$ cat config.mk
export PLATFORM = sky130hd
export DESIGN_NAME = as_is_txq_flat
export DESIGN_NICKNAME = d
export VERILOG_FILES = /design/src/rtl/as_is_txq_if.sv /design/src/rtl/as_is_txq.sv /design/src/flat_wrapper.sv
export SDC_FILE = /design/constraint.sdc
export NUM_CORES = 1
export LEC_CHECK = 0
export CAP_MARGIN = 20
export CORE_ASPECT_RATIO = 1.5
export CORE_UTILIZATION = 37
export DETAILED_ROUTE_END_ITERATION = 6
export HOLD_SLACK_MARGIN = 0.08
export PLACE_DENSITY = 0.66
export SYNTH_ARGS = -nofsm -noshare
export SYNTH_HDL_FRONTEND = slang
export SYNTH_SLANG_ARGS = --single-unit
$ cat constraint.sdc
create_clock -name axis_clk -period 23.1 [get_ports axis_clk]
set_clock_uncertainty 0.2 [all_clocks]
set_input_delay 3.465 -clock axis_clk [delete_from_list [all_inputs] [get_ports axis_clk]]
set_output_delay 3.465 -clock axis_clk [all_outputs]
set_load 0.01 [all_outputs]
$ cat src/rtl/as_is_txq_if.sv
// as_is_txq_if -- AXI-stream style beat bundle used on both sides of as_is_txq.
//   tdata  pDATA_WIDTH                   beat data
//   tupsb  pUSER_PROJECT_SIDEBAND_WIDTH  user-project sideband
//   tstrb  pDATA_WIDTH/8                 byte strobes
//   tkeep  pDATA_WIDTH/8                 byte keeps
//   tlast  1                             last beat of packet
//   tid    2                             source id (00 user project, 01 axilite, 10 logic analyzer)
//   tuser  2                             user bits
//   tvalid 1                             beat valid
//   tready 1                             sink accepts
// master drives the payload and tvalid, slave drives tready.
interface as_is_txq_if #(
   parameter int unsigned pDATA_WIDTH                  = 32,
   parameter int unsigned pUSER_PROJECT_SIDEBAND_WIDTH = 5
);
   logic [pDATA_WIDTH-1:0]                  tdata;
   logic [pUSER_PROJECT_SIDEBAND_WIDTH-1:0] tupsb;
   logic [pDATA_WIDTH/8-1:0]                tstrb;
   logic [pDATA_WIDTH/8-1:0]                tkeep;
   logic                                    tlast;
   logic [1:0]                              tid;
   logic [1:0]                              tuser;
   logic                                    tvalid;
   logic                                    tready;

   modport master (output tdata, tupsb, tstrb, tkeep, tlast, tid, tuser, tvalid,
                   input  tready);
   modport slave  (input  tdata, tupsb, tstrb, tkeep, tlast, tid, tuser, tvalid,
                   output tready);
endinterface

$ cat src/rtl/as_is_txq.sv
// as_is_txq -- transmit queue between the stream switch upstream path and IO serdes.
// Stores whole beats (all stream fields) in a pDEPTH-entry circular buffer with
// one cycle of latency, tracks occupancy and stored packet count, and optionally
// watches for a stalled egress.
// Ports:
//   axis_clk    sole clock, rising edge
//   axis_rst    synchronous, active-high reset
//   s           slave stream from the stream switch (s.tready = room and not in reset)
//   m           master stream towards IO serdes (payload forced to 0 while !m.tvalid)
//   level       occupied entries
//   pkt_cnt     stored tlast beats
//   stall_clr   clears stall_flag
//   stall_flag  sticky: m.tvalid held without m.tready for pSTALL_CYC cycles
// Build option: define AS_IS_TXQ_STALL_MON_EN to include the stall monitor;
// otherwise stall_flag is tied to 0 and stall_clr is ignored.
module as_is_txq #(
   parameter int unsigned pDATA_WIDTH                  = 32,
   parameter int unsigned pUSER_PROJECT_SIDEBAND_WIDTH = 5,
   parameter int unsigned pDEPTH                       = 8,
   parameter int unsigned pSTALL_CYC                   = 256
) (
   input  logic                     axis_clk,
   input  logic                     axis_rst,
   as_is_txq_if.slave               s,
   as_is_txq_if.master              m,
   output logic [$clog2(pDEPTH):0]  level,
   output logic [$clog2(pDEPTH):0]  pkt_cnt,
   input  logic                     stall_clr,
   output logic                     stall_flag
);
   localparam int unsigned AW = $clog2(pDEPTH);
   localparam int unsigned LW = AW + 1;
   localparam int unsigned SW = pDATA_WIDTH / 8;

   typedef struct packed {
      logic [pUSER_PROJECT_SIDEBAND_WIDTH-1:0] tupsb;
      logic [pDATA_WIDTH-1:0]                  tdata;
      logic [SW-1:0]                           tstrb;
      logic [SW-1:0]                           tkeep;
      logic                                    tlast;
      logic [1:0]                              tid;
      logic [1:0]                              tuser;
   } entry_t;

   entry_t          mem [pDEPTH];
   entry_t          wr_entry;
   entry_t          head;
   logic [AW-1:0]   wr_ptr;
   logic [AW-1:0]   rd_ptr;
   logic            push;
   logic            pop;

   // Ready depends only on occupancy, never on m.tready: a full queue stays
   // closed even in a cycle that pops.
   assign s.tready = (level < LW'(pDEPTH)) && !axis_rst;
   assign m.tvalid = (level != '0);
   assign push     = s.tvalid && s.tready;
   assign pop      = m.tvalid && m.tready;

   always_comb begin
      wr_entry       = '0;
      wr_entry.tupsb = s.tupsb;
      wr_entry.tdata = s.tdata;
      wr_entry.tstrb = s.tstrb;
      wr_entry.tkeep = s.tkeep;
      wr_entry.tlast = s.tlast;
      wr_entry.tid   = s.tid;
      wr_entry.tuser = s.tuser;
   end

   assign head = mem[rd_ptr];

   always_comb begin
      m.tupsb = '0;
      m.tdata = '0;
      m.tstrb = '0;
      m.tkeep = '0;
      m.tlast = 1'b0;
      m.tid   = '0;
      m.tuser = '0;
      if (m.tvalid) begin
         m.tupsb = head.tupsb;
         m.tdata = head.tdata;
         m.tstrb = head.tstrb;
         m.tkeep = head.tkeep;
         m.tlast = head.tlast;
         m.tid   = head.tid;
         m.tuser = head.tuser;
      end
   end

   // Storage carries no reset; clearing the pointers and level discards it.
   always_ff @(posedge axis_clk) begin
      if (push) mem[wr_ptr] <= wr_entry;
   end

   always_ff @(posedge axis_clk) begin
      if (axis_rst) begin
         wr_ptr  <= '0;
         rd_ptr  <= '0;
         level   <= '0;
         pkt_cnt <= '0;
      end else begin
         if (push) wr_ptr <= wr_ptr + AW'(1);
         if (pop)  rd_ptr <= rd_ptr + AW'(1);
         case ({push, pop})
            2'b10:   level <= level + LW'(1);
            2'b01:   level <= level - LW'(1);
            default: level <= level;
         endcase
         case ({push && s.tlast, pop && head.tlast})
            2'b10:   pkt_cnt <= pkt_cnt + LW'(1);
            2'b01:   pkt_cnt <= pkt_cnt - LW'(1);
            default: pkt_cnt <= pkt_cnt;
         endcase
      end
   end

`ifdef AS_IS_TXQ_STALL_MON_EN
   localparam int unsigned CW = $clog2(pSTALL_CYC + 1);
   localparam logic [CW-1:0] STALL_MAX = CW'(pSTALL_CYC);

   logic [CW-1:0] stall_cnt;
   logic          stalled;

   assign stalled = m.tvalid && !m.tready;

   // Flag sets only on the transition into saturation, so stall_clr works
   // while the stall persists; a set on the same edge beats the clear.
   always_ff @(posedge axis_clk) begin
      if (axis_rst) begin
         stall_cnt  <= '0;
         stall_flag <= 1'b0;
      end else begin
         if (!stalled)                    stall_cnt <= '0;
         else if (stall_cnt != STALL_MAX) stall_cnt <= stall_cnt + CW'(1);
         if (stalled && stall_cnt == STALL_MAX - CW'(1)) stall_flag <= 1'b1;
         else if (stall_clr)                             stall_flag <= 1'b0;
      end
   end
`else
   logic unused_stall_clr;
   assign unused_stall_clr = stall_clr;
   assign stall_flag       = 1'b0;
`endif
endmodule
$ cat src/flat_wrapper.sv
// flat-port wrapper written by rule: the top's interface ports become plain ports
module as_is_txq_flat 
#(
   parameter int unsigned pDATA_WIDTH                  = 32,
   parameter int unsigned pUSER_PROJECT_SIDEBAND_WIDTH = 5,
   parameter int unsigned pDEPTH                       = 8,
   parameter int unsigned pSTALL_CYC                   = 256
)
  (axis_clk, axis_rst, level, pkt_cnt, stall_clr, stall_flag, s_tdata, s_tupsb, s_tstrb, s_tkeep, s_tlast, s_tid, s_tuser, s_tvalid, s_tready, m_tdata, m_tupsb, m_tstrb, m_tkeep, m_tlast, m_tid, m_tuser, m_tvalid, m_tready);
  as_is_txq_if #(.pDATA_WIDTH(pDATA_WIDTH), .pUSER_PROJECT_SIDEBAND_WIDTH(pUSER_PROJECT_SIDEBAND_WIDTH)) s_i ();
  as_is_txq_if #(.pDATA_WIDTH(pDATA_WIDTH), .pUSER_PROJECT_SIDEBAND_WIDTH(pUSER_PROJECT_SIDEBAND_WIDTH)) m_i ();
  input  logic axis_clk;
  input  logic axis_rst;
  output logic [$clog2(pDEPTH):0] level;
  output logic [$clog2(pDEPTH):0] pkt_cnt;
  input  logic stall_clr;
  output logic stall_flag;
  input wire logic [$bits(s_i.tdata)-1:0] s_tdata;
  input wire logic [$bits(s_i.tupsb)-1:0] s_tupsb;
  input wire logic [$bits(s_i.tstrb)-1:0] s_tstrb;
  input wire logic [$bits(s_i.tkeep)-1:0] s_tkeep;
  input wire logic [$bits(s_i.tlast)-1:0] s_tlast;
  input wire logic [$bits(s_i.tid)-1:0] s_tid;
  input wire logic [$bits(s_i.tuser)-1:0] s_tuser;
  input wire logic [$bits(s_i.tvalid)-1:0] s_tvalid;
  output wire logic [$bits(s_i.tready)-1:0] s_tready;
  output wire logic [$bits(m_i.tdata)-1:0] m_tdata;
  output wire logic [$bits(m_i.tupsb)-1:0] m_tupsb;
  output wire logic [$bits(m_i.tstrb)-1:0] m_tstrb;
  output wire logic [$bits(m_i.tkeep)-1:0] m_tkeep;
  output wire logic [$bits(m_i.tlast)-1:0] m_tlast;
  output wire logic [$bits(m_i.tid)-1:0] m_tid;
  output wire logic [$bits(m_i.tuser)-1:0] m_tuser;
  output wire logic [$bits(m_i.tvalid)-1:0] m_tvalid;
  input wire logic [$bits(m_i.tready)-1:0] m_tready;
  assign s_i.tdata = s_tdata;
  assign s_i.tupsb = s_tupsb;
  assign s_i.tstrb = s_tstrb;
  assign s_i.tkeep = s_tkeep;
  assign s_i.tlast = s_tlast;
  assign s_i.tid = s_tid;
  assign s_i.tuser = s_tuser;
  assign s_i.tvalid = s_tvalid;
  assign s_tready = s_i.tready;
  assign m_tdata = m_i.tdata;
  assign m_tupsb = m_i.tupsb;
  assign m_tstrb = m_i.tstrb;
  assign m_tkeep = m_i.tkeep;
  assign m_tlast = m_i.tlast;
  assign m_tid = m_i.tid;
  assign m_tuser = m_i.tuser;
  assign m_tvalid = m_i.tvalid;
  assign m_i.tready = m_tready;
  as_is_txq #(.pDATA_WIDTH(pDATA_WIDTH), .pUSER_PROJECT_SIDEBAND_WIDTH(pUSER_PROJECT_SIDEBAND_WIDTH), .pDEPTH(pDEPTH), .pSTALL_CYC(pSTALL_CYC)) u_core (.axis_clk(axis_clk), .axis_rst(axis_rst), .s(s_i), .m(m_i), .level(level), .pkt_cnt(pkt_cnt), .stall_clr(stall_clr), .stall_flag(stall_flag));
endmodule
---- Yosys cells after proc, flatten, opt, wreduce, memory -nomap -nowiden ----
Memory sizes are Yosys's and may differ from the RTL's. A register that Yosys moved wholly into a read port is not among the register bits.
Cells that the tools add are included.
storage, ports and cells
  flip-flop bits (word level) ............. 14
  bits in writable memories ............... 400
  input port bits ......................... 55
  output and inout bits ................... 61
  logic and storage cells ................. 38
  memories ................................ 1
memories
  name        words  width  read ports  clocked after memory_dff  wr ports  RTL line         text
  u_core.mem  8      50     1           1                         1         as_is_txq.sv:45  entry_t mem [pDEPTH];
cells by class
  add/subtract/negate cells ............... 6
  $lt $le $gt $ge ......................... 1
  equal/unequal tests ..................... 4
  multiplexer cells ....................... 13
  reductions and logical operators ........ 9
operators by type and width
  cell                 number
  $mux 32              1
  $pmux 4 s2           2
  $add 4x1->4 const B  2
  $mux 4               2
  $sub 4x1->4 const B  2
  $add 3x1->3 const B  2
  $mux 3               2
  $logic_and 1x1->1    5
  $mux 5               1
  $eq 2x1->1 const B   2
  $eq 2x2->1 const B   2
  $lt 4x4->1 const B   1
  $mux 2               2
  $reduce_bool 2->1    2
  $reduce_bool 4->1    1
  $mux 1               3
  $logic_not 1->1      1

---- Depth between registers and ports, before layout ----
Gate-level depths: netlist of the first run.
  depth in word-level cells ............... 6
  gate-level depth with buffers ........... 12
  mapped depth without buffers ............ 11

---- Worst setup path before layout of the first run ----
Ideal clock, no wire load.
  kind .................................... input port to flip-flop
  start ................................... in axis_rst
  end ..................................... mem u_core.mem[0][0] in the netlist's numbering, enable pin
  library setup time ...................... 0.582 ns
  arrival time ............................ 8.933 ns
  required time ........................... 22.318 ns
  slack ................................... 13.386 ns
  stages .................................. 4
  buffers on the path ..................... 1
  cell sequence ........................... clkbuf_1 nor3b_2 inv_1 nor4_1
between the ends
  word-level cells in the longest chain between the ends .. 5
ends and longest elaborated chain
  element                       RTL line            text
  from (decl)                   flat_wrapper.sv:13  input logic axis_rst;
  $logic_not 1->1               as_is_txq.sv:55     assign s.tready = (level < LW'(pDEPTH)) && !axis_rst;
  $logic_and 1x1->1             as_is_txq.sv:55
  $logic_and 1x1->1             as_is_txq.sv:57     assign push = s.tvalid && s.tready;
  $mux 1                        as_is_txq.sv:94     if (push) mem[wr_ptr] <= wr_entry;
  $mux 1 (not written as such)  as_is_txq.sv:94
  to (decl)                     as_is_txq.sv:45
No other way between the ends.

---- Worst setup path after layout of the first run ----
  start ................................... in axis_rst
  end ..................................... out s_tready
between the ends
  word-level cells in the longest chain between the ends .. 2
ends and longest elaborated chain
  element            RTL line            text
  $logic_not 1->1    as_is_txq.sv:55
  $logic_and 1x1->1  as_is_txq.sv:55
  to (decl)          flat_wrapper.sv:26  output wire logic [$bits(s_i.tready)-1:0] s_tready;
No other way between the ends.

==> results of run 1 <==
## logic make-up (layout without fill, tap and decap cells)
group	after synthesis	after routing	share of synthesized area, %
flip-flops	417	417	76.6
AND/OR/NAND/NOR	96	96	2.65
other	1	1	0.0233
buffers and inverters	40	197	1.59
multiplexers	154	154	17.4
AO/OA/AOI/OAI	14	14	0.505
adder cells (fa/ha/maj)	8	8	0.621
XOR/XNOR	10	10	0.543
## synthesized netlist by cell type (all sizes together)
| cell | n |
|---|---|
| nand2 | 9 |
| conb | 1 |
| nor3b | 3 |
| mux4 | 100 |
| xnor2 | 1 |
| a32o | 1 |
| nand3 | 2 |
| nor2 | 67 |
| nor4 | 2 |
| ha | 8 |
| or3 | 2 |
| clkbuf | 7 |
| inv | 3 |
| xor2 | 9 |
| mux2 | 2 |
| edfxtp | 400 |
| a32oi | 1 |
| mux2i | 52 |
| nor2b | 2 |
| o22ai | 2 |
| dfxtp | 17 |
| buf | 30 |
| nor3 | 4 |
| nand2b | 5 |
| o21ai | 5 |
| a21oi | 5 |
## layout make-up
class,instances,area (um2),area share (%)
inverter,3,11.3,0.0589
clock inverter,19,219,1.15
sequential,417,12400,64.7
tap,570,713,3.73
multi-input combinational,283,3560,18.6
timing repair buffer,129,1250,6.54
clock buffer,46,1000,5.24
## layer usage
layer / share of wire [%] / vias to the layer above
met5: 0.082 / -
met3: 4.0 / 45
met1: 41 / 3935
met4: 1.8 / 4
met2: 53 / 137
li1: - / 3288
## metrics by stage
step | setup slack [ps] | area [um2] | hold WS (ps)
2_1_floorplan | 13390 | 16100 | 254
3_3_place_gp | 14360 | 17900 | 264
3_5_place_dp | 14340 | 17900 | 261
4_1_cts | 14340 | 19100 | 279
5_1_grt | 14240 | 19100 | 332
6_report | 14380 | 19100 | 275
## state kept, by name, indices dropped and copies added, names as in the netlist, named ones only
name,flops
u_core.rd_ptr,3
u_core.mem,400
u_core.wr_ptr,3
u_core.pkt_cnt,4
u_core.level,4
## where the power goes
group	switching, uW	internal, uW	leakage [uW]	total [uW]
clock network	255	364	0.000590	619
logic	250	265	0.00146	515
registers	28.0	854	0.00375	882
## worst min path at each step
stage / slack (ps) / startpoint / end
after floorplan: 250 / u_core.rd_ptr[1] / register
after global placement: 260 / u_core.rd_ptr[1] / register
after detailed placement: 260 / u_core.rd_ptr[1] / register
after CTS: 280 / u_core.rd_ptr[1] / register
after global routing: 330 / u_core.rd_ptr[1] / register
final: 280 / u_core.rd_ptr[1] / register
## critical path, stage by stage
cell	delay [ps]
clkdlybuf4s50_1	750
nor2_1	270
clkdlybuf4s50_1	560
==> results_dict.tcl, run 1 <==
set metrics [dict create \
    cts_resized 0 \
    finish.utilization_pct 44.5 \
    globalRouteMet2Util_pct 25.7 \
    htreeDepth 2 \
    layout_common_cells "edfxtp_1 (400), clkdlybuf4s50_1 (113), mux4_2 (96), nor2_1 (64), mux2i_1 (52)" \
    critPathMaxFanout 18 \
    r2r-end "u_core.pkt_cnt[2]" \
    status "finished, final reports clean" \
    syn-instance-count 740 \
    die_w_um 172 \
    arrival_ps 5050 \
    antenna_found_initial 2 \
    drtIter0Drc 553 \
    grt_max_degree 60 \
    worst-r2r-setup-slack_ps 18380 \
    cts_tree "yes" \
    synth_area_um2 16100 \
    cts_num_sinks 417 \
    core_um2 42900 \
    busiest_layer "met2" \
    drive_gt1_share_pct 19.7 \
    dp.cells 1402 \
    fill_cells 3611 \
    hold_path.class "register to register" \
    setup-tns-final_ps 0 \
    fmax_mhz 115 \
    end_kind "primary output" \
    grt_pass1_vias 7807 \
    io_pins 116 \
    cts_hold_buf 0 \
    avgViaCountPerCell 5.05 \
    portBuffers 113 \
    grt-ovfl-total 0 \
    num_vias 7409 \
    grt_util_met3_pct 2.36 \
    post_drt_wl_per_cell_um 21.5 \
    crit_required_ps 19430 \
    diodes 0 \
    critPathKind "input pin to primary output" \
    syn_nets 803 \
    layout_commonest_cell "edfxtp_1" \
    ys_ff_latch 417 \
    r2r_cells 12 \
    finalSetupViolCount 0 \
    grt.total_usage_pct 14.6 \
    cts_buffer_depth 3 \
    fin_crit_sh_pct 37.7 \
    whs_path_depth 2 \
    drtAntennaViolNets 0 \
    nNetsFinal 934 \
    ys_types 33 \
    relSlewSlack_pct 25.2 \
    hpwl_mm 16.5 \
    avgSynthCellArea_um2 21.8 \
    maxCapViolCount 0 \
    cp-startpoint "axis_rst" \
    synth_top_area_cell "edfxtp_1" \
    synth_top_area_share_pct 74.5 \
    p_leak_uw 0.00580 \
    ys_warn_count 0 \
    initial_core_util_pct 37.5 \
    dr.pass1.iters 4 \
    rows 93 \
    grtUsageMet1_pct 18.4 \
    die_area_um2 44400 \
    finalWeightedCongestion 0.670 \
    rsz0062_at_grt "no" \
    drc 0 \
    p_total_uw 2020 \
    crit_end "s_tready" \
    p_per_area_nw_per_um2 105 \
    fp.dieH_um 258 \
    clk_latency_ps 520 \
    drv_slew 0 \
    grt_pass1_wl_mm 47.3 \
    ys_seq_area_share_pct 76.6 \
    root_buffer "clkbuf_16" \
    synthTopCellsByArea "edfxtp_1 (75%), mux4_2 (13%), mux2i_1 (3.2%)" \
    start_kind "input pin" \
    irDropWorstVdd_mv 0.0644 \
    cts_made_buffers 37 \
    final.min_clock_period_ps 8720 \
    worst_pin_slew_ps 1120 \
    clk_pin_slew_worst_paths_ps 70 \
    drt_wl_total_mm 31.5 \
    postCtsSetupRepairBufs 0 \
    area_growth_syn_to_layout_pct 18.6 \
    finalHoldViolCount 0 \
    final_cells 1467 \
]
(Power assumes the default switching activity.)
==> run 2: changes to the inputs <==
Settings changed: PLACE_DENSITY 0.66 to 0.68.
Clock period 23.1 ns to 7.7 ns, I/O delays scaled along.
==> run 2 against run 1 <==
Wire length rose by 1.4%; count of clock-buffer cells in the layout up 10; combinational power increased to 3.0 times the previous value; worst setup slack got worse by 12000 ps; core utilization rose by 0.19 points; clock power grew to 3.0 times the previous value; register-to-register slack worse by 15000 ps; critical path type is now register to primary output; largest cell class unchanged.
==> results_dict.tcl, run 2 (synthesis results as in run 1) <==
set metrics [dict create \
    status "finished, final reports clean" \
    finalSetupViolCount 0 \
    fin_crit_sh_pct 62.8 \
    p_sw_uw 1630 \
    antenna_found_initial 4 \
    drtIter0Drc 452 \
    drt_wl_total_mm 31.9 \
    fin_ws_ps 2870 \
    start_kind "register" \
    drive_gt1_share_pct 20.2 \
    nNetsFinal 939 \
    portBuffers 113 \
    grt.total_usage_pct 14.9 \
    maxCapViolCount 0 \
    intPower_uw 4430 \
    cts_resized 0 \
    finalWeightedCongestion 0.693 \
    initial_core_util_pct 37.5 \
    cts_buffer_depth 3 \
    dp.cells 1404 \
    largest_reg_flops 400 \
    area_growth_syn_to_layout_pct 19.1 \
    drtAntennaViolNets 0 \
    irDropWorstVdd_mv 0.283 \
    hp-start "u_core.rd_ptr[1]" \
    whs_path_depth 2 \
    end_kind "primary output" \
    holdWs_ps 283 \
    place_ws_ps 2690 \
    htreeDepth 2 \
    grt_max_degree 62 \
    cts_num_sinks 417 \
    core_um2 42900 \
    cts_tree "yes" \
    fp.dieH_um 258 \
    setup-tns-final_ps 0 \
    drv_slew 0 \
    die_area_um2 44400 \
    rows 93 \
    layout_commonest_cell "edfxtp_1" \
    layout_common_cells "edfxtp_1 (400), clkdlybuf4s50_1 (113), mux4_2 (96), nor2_1 (64), mux2i_1 (52)" \
    arrival_ps 3480 \
    top_register "u_core.mem" \
    clk_latency_ps 540 \
    comb_power_share_pct 25.0 \
    finalHoldViolCount 0 \
    p_per_area_nw_per_um2 316 \
    relSlewSlack_pct 25.3 \
    post_drt_wl_per_cell_um 21.6 \
    hpwl_mm 16.8 \
    worst_pin_slew_ps 1120 \
    die_w_um 172 \
    p_leak_uw 0.00583 \
    grt-ovfl-total 0 \
    io_pins 116 \
    rsz0062_at_grt "no" \
    postCtsSetupRepairBufs 0 \
    dr.pass1.iters 4 \
    clkPwrFrac_pct 30.8 \
    r2r_cells 11 \
    fmax_mhz 207 \
    grt_pass1_wl_mm 48.7 \
    final_cells 1477 \
    critPathKind "register to primary output" \
    num_vias 7448 \
    hold_path.class "register to register" \
    crit_required_ps 6340 \
    sequentialPowerShare_pct 44.2 \
    drc 0 \
    largestRegisters "u_core.mem (400), u_core.level (4), u_core.pkt_cnt (4)" \
    grt_pass1_vias 7997 \
    cts_made_buffers 39 \
    critPathMaxFanout 55 \
    p_sw_share_pct 27.0 \
    clk_pin_slew_worst_paths_ps 70 \
    final.min_clock_period_ps 4830 \
    multi_input_area_um2 3560 \
    cts_hold_buf 0 \
    fill_cells 3584 \
    root_buffer "clkbuf_16" \
    avgViaCountPerCell 5.04 \
    register_area_um2 12400 \
    finish.utilization_pct 44.7 \
]
[run 2: metal layers]
metal,wire length [um],track usage (%),part of all wire [%]
met2,16200,25.5,51
met5,27,0,0.085
met3,1360,2.61,4.2
met1,13600,19.1,42
met4,760,5.19,2.4
[run 2: critical path, stage by stage (launching register included)]
cell,delay (ps)
dfxtp_4,980
buf_12,480
mux4_2,570
mux2i_1,180
nor2_1,100
clkdlybuf4s50_1,540
[run 2: worst paths after layout]
path,to,slack [ps]
setup / recovery,m_tupsb[3],2870
hold / removal,register,280
setup reg to reg,u_core.pkt_cnt[2],3700
hold reg to reg,register,280
[run 2: final cells by class]
cell class,count,area share (%)
Sequential cell,417,64.4
Multi-Input combinational cell,283,18.5
Timing Repair Buffer,132,6.87
Clock buffer,56,5.74
Tap cell,570,3.71
Clock inverter,14,0.665
Inverter,3,0.0587
Antenna cell,2,0.0261
[run 2: metrics by stage]
step / instance area, um2 / total power [uW]
final: 19200 / 6060
after global routing: 19200 / 6330
after CTS: 19200 / 6160
after detailed placement: 17900 / 4280
after global placement: 17900 / 4270
after floorplan: 16100 / 3590
[run 2: power by group through the flow]
| stage | logic (uW) | clock network, uW | registers (uW) |
|---|---|---|---|
| 5_1_grt | 1650 | 1990 | 2700 |
| 3_3_place_gp | 1550 | 0 | 2730 |
| 2_1_floorplan | 936 | 0 | 2650 |
| 6_report | 1520 | 1870 | 2680 |
| 4_1_cts | 1560 | 1920 | 2680 |
| 3_5_place_dp | 1550 | 0 | 2730 |
==> run 3: changes to the inputs <==
Clock period 7.7 ns to 4.3 ns, I/O delays scaled along.
==> run 3 against run 2 <==
Worst hold slack got worse by 13 ps; sequential share of layout area fell by 0.11 points; die area is the same; register-to-register slack worse by 2500 ps; highest routed layer unchanged; flip-flop and latch count unchanged; worst setup slack lost 2300 ps.
==> results_dict.tcl, run 3 (synthesis results as in run 1) <==
set metrics [dict create \
    status "finished, final reports clean" \
    finalWeightedCongestion 0.707 \
    nNetsFinal 941 \
    critPathMaxFanout 32 \
    core_um2 42900 \
    cts_tree "yes" \
    grt.total_usage_pct 14.5 \
    fp.dieH_um 258 \
    slowest_delay_ps 620 \
    avgViaCountPerCell 5.06 \
    irDropWorstVdd_mv 0.292 \
    layout_commonest_cell "edfxtp_1" \
    layout_common_cells "edfxtp_1 (400), clkdlybuf4s50_1 (113), mux4_2 (96), nor2_1 (64), mux2i_1 (52)" \
    drc 0 \
    top_register "u_core.mem" \
    arrival_ps 2850 \
    finalSetupViolCount 0 \
    grt_max_degree 51 \
    post_drt_wl_per_cell_um 21.4 \
    critPathKind "register to primary output" \
    initial_core_util_pct 37.5 \
    grt_pass1_vias 7828 \
    grt-ovfl-total 0 \
    hpwl_mm 17.1 \
    antenna_found_initial 4 \
    drt_wl_total_mm 31.4 \
    htreeDepth 2 \
    crit_slowest_cell "dfxtp_4" \
    rows 93 \
    cts_buffer_depth 3 \
    worst-r2r-setup-slack_ps 1190 \
    fin_crit_sh_pct 85.8 \
    drive_gt1_share_pct 20.0 \
    portBuffers 113 \
    drtAntennaViolNets 0 \
    clk_pin_slew_worst_paths_ps 60 \
    rsz0062_at_grt "no" \
    end_kind "primary output" \
    num_vias 7444 \
    maxCapViolCount 0 \
    p_leak_uw 0.00582 \
    postCtsSetupRepairBufs 0 \
    die_w_um 172 \
    crit_required_ps 3450 \
    setup-tns-final_ps 0 \
    fmax_mhz 271 \
    final.min_clock_period_ps 3690 \
    r2r-end "u_core.pkt_cnt[2]" \
    r2r_cells 10 \
    cts_hold_buf 0 \
    io_pins 116 \
    cts_made_buffers 38 \
    drtIter0Drc 524 \
    largest_reg_flops 400 \
    area_growth_syn_to_layout_pct 19.3 \
    root_buffer "clkbuf_16" \
    clk_latency_ps 530 \
    relSlewSlack_pct 60.5 \
    largestRegisters "u_core.mem (400), u_core.level (4), u_core.pkt_cnt (4)" \
    hold_path.class "register to register" \
    p_per_area_nw_per_um2 561 \
    whs_path_depth 2 \
    die_area_um2 44400 \
    p_total_uw 10800 \
    grt_pass1_wl_mm 47.4 \
    start_kind "register" \
    finalHoldViolCount 0 \
    path_cells "buf_12, mux4_1, mux2i_1, nor2_1, clkdlybuf4s50_1" \
    diodes 0 \
    drv_slew 0 \
    hp-start "u_core.rd_ptr[1]" \
    dr.pass1.iters 5 \
    cts_resized 0 \
    cts_num_sinks 417 \
    worst_pin_slew_ps 592 \
    finish.utilization_pct 44.8 \
]
run 3: cell types whose count changed in the layout (fill, tap and decap cells not counted), sizes merged:
cell,previous run,this run
bufinv,2,3
clkinvlp,3,1
clkbuf,56,50
diode,2,0
buf,19,22
run 3: how the worst max path moves through the flow:
stage / startpoint / to / cells past startpoint
5_1_grt: register / m_tkeep[1] / 5
4_1_cts: register / m_tkeep[1] / 5
3_3_place_gp: register / m_tkeep[1] / 5
2_1_floorplan: axis_rst / u_core.mem[2][0] / 4
6_report: register / m_tkeep[1] / 5
3_5_place_dp: register / m_tkeep[1] / 5
run 3: final cells by class:
cell class,count,area (um2)
Clock buffer,50,996
Clock inverter,13,154
Fill cell,3550,23700
Inverter,3,11.3
Multi-Input combinational cell,283,3570
Sequential cell,417,12400
Tap cell,570,713
Timing Repair Buffer,135,1420
run 3: power by group:
group          internal, uW  switching, uW
Sequential             4590            137
Combinational          1480           1390
Clock                  1810           1380
Total                  7880           2910
run 3: worst max-delay path, delay by kind of cell, from the launching register on:
family,cells,cell delay [ps]
buffers and inverters,2,800
multiplexers,2,790
flip-flops,1,620
AND/OR/NAND/NOR,1,60
run 3: per-layer routing:
metal | routed length (um) | GRT usage (%) | up-vias
met2 | 16200 | 25.3 | 186
met4 | 807 | 5.01 | 8
met3 | 1670 | 2.70 | 57
met5 | 52 | 0 | -
met1 | 12600 | 17.9 | 3891
li1 | - | - | 3302
run 3: metrics by stage:
step                      instance area (um2)  cells  setup WS (ps)  hold slack (ps)
after floorplan                         16100    740          -1270              254
after CTS                               19200   1471            524              277
after global placement                  18100   1408           1090              263
after detailed placement                18100   1408           1090              260
final                                   19200   1471            609              270
after global routing                    19200   1471            456              328
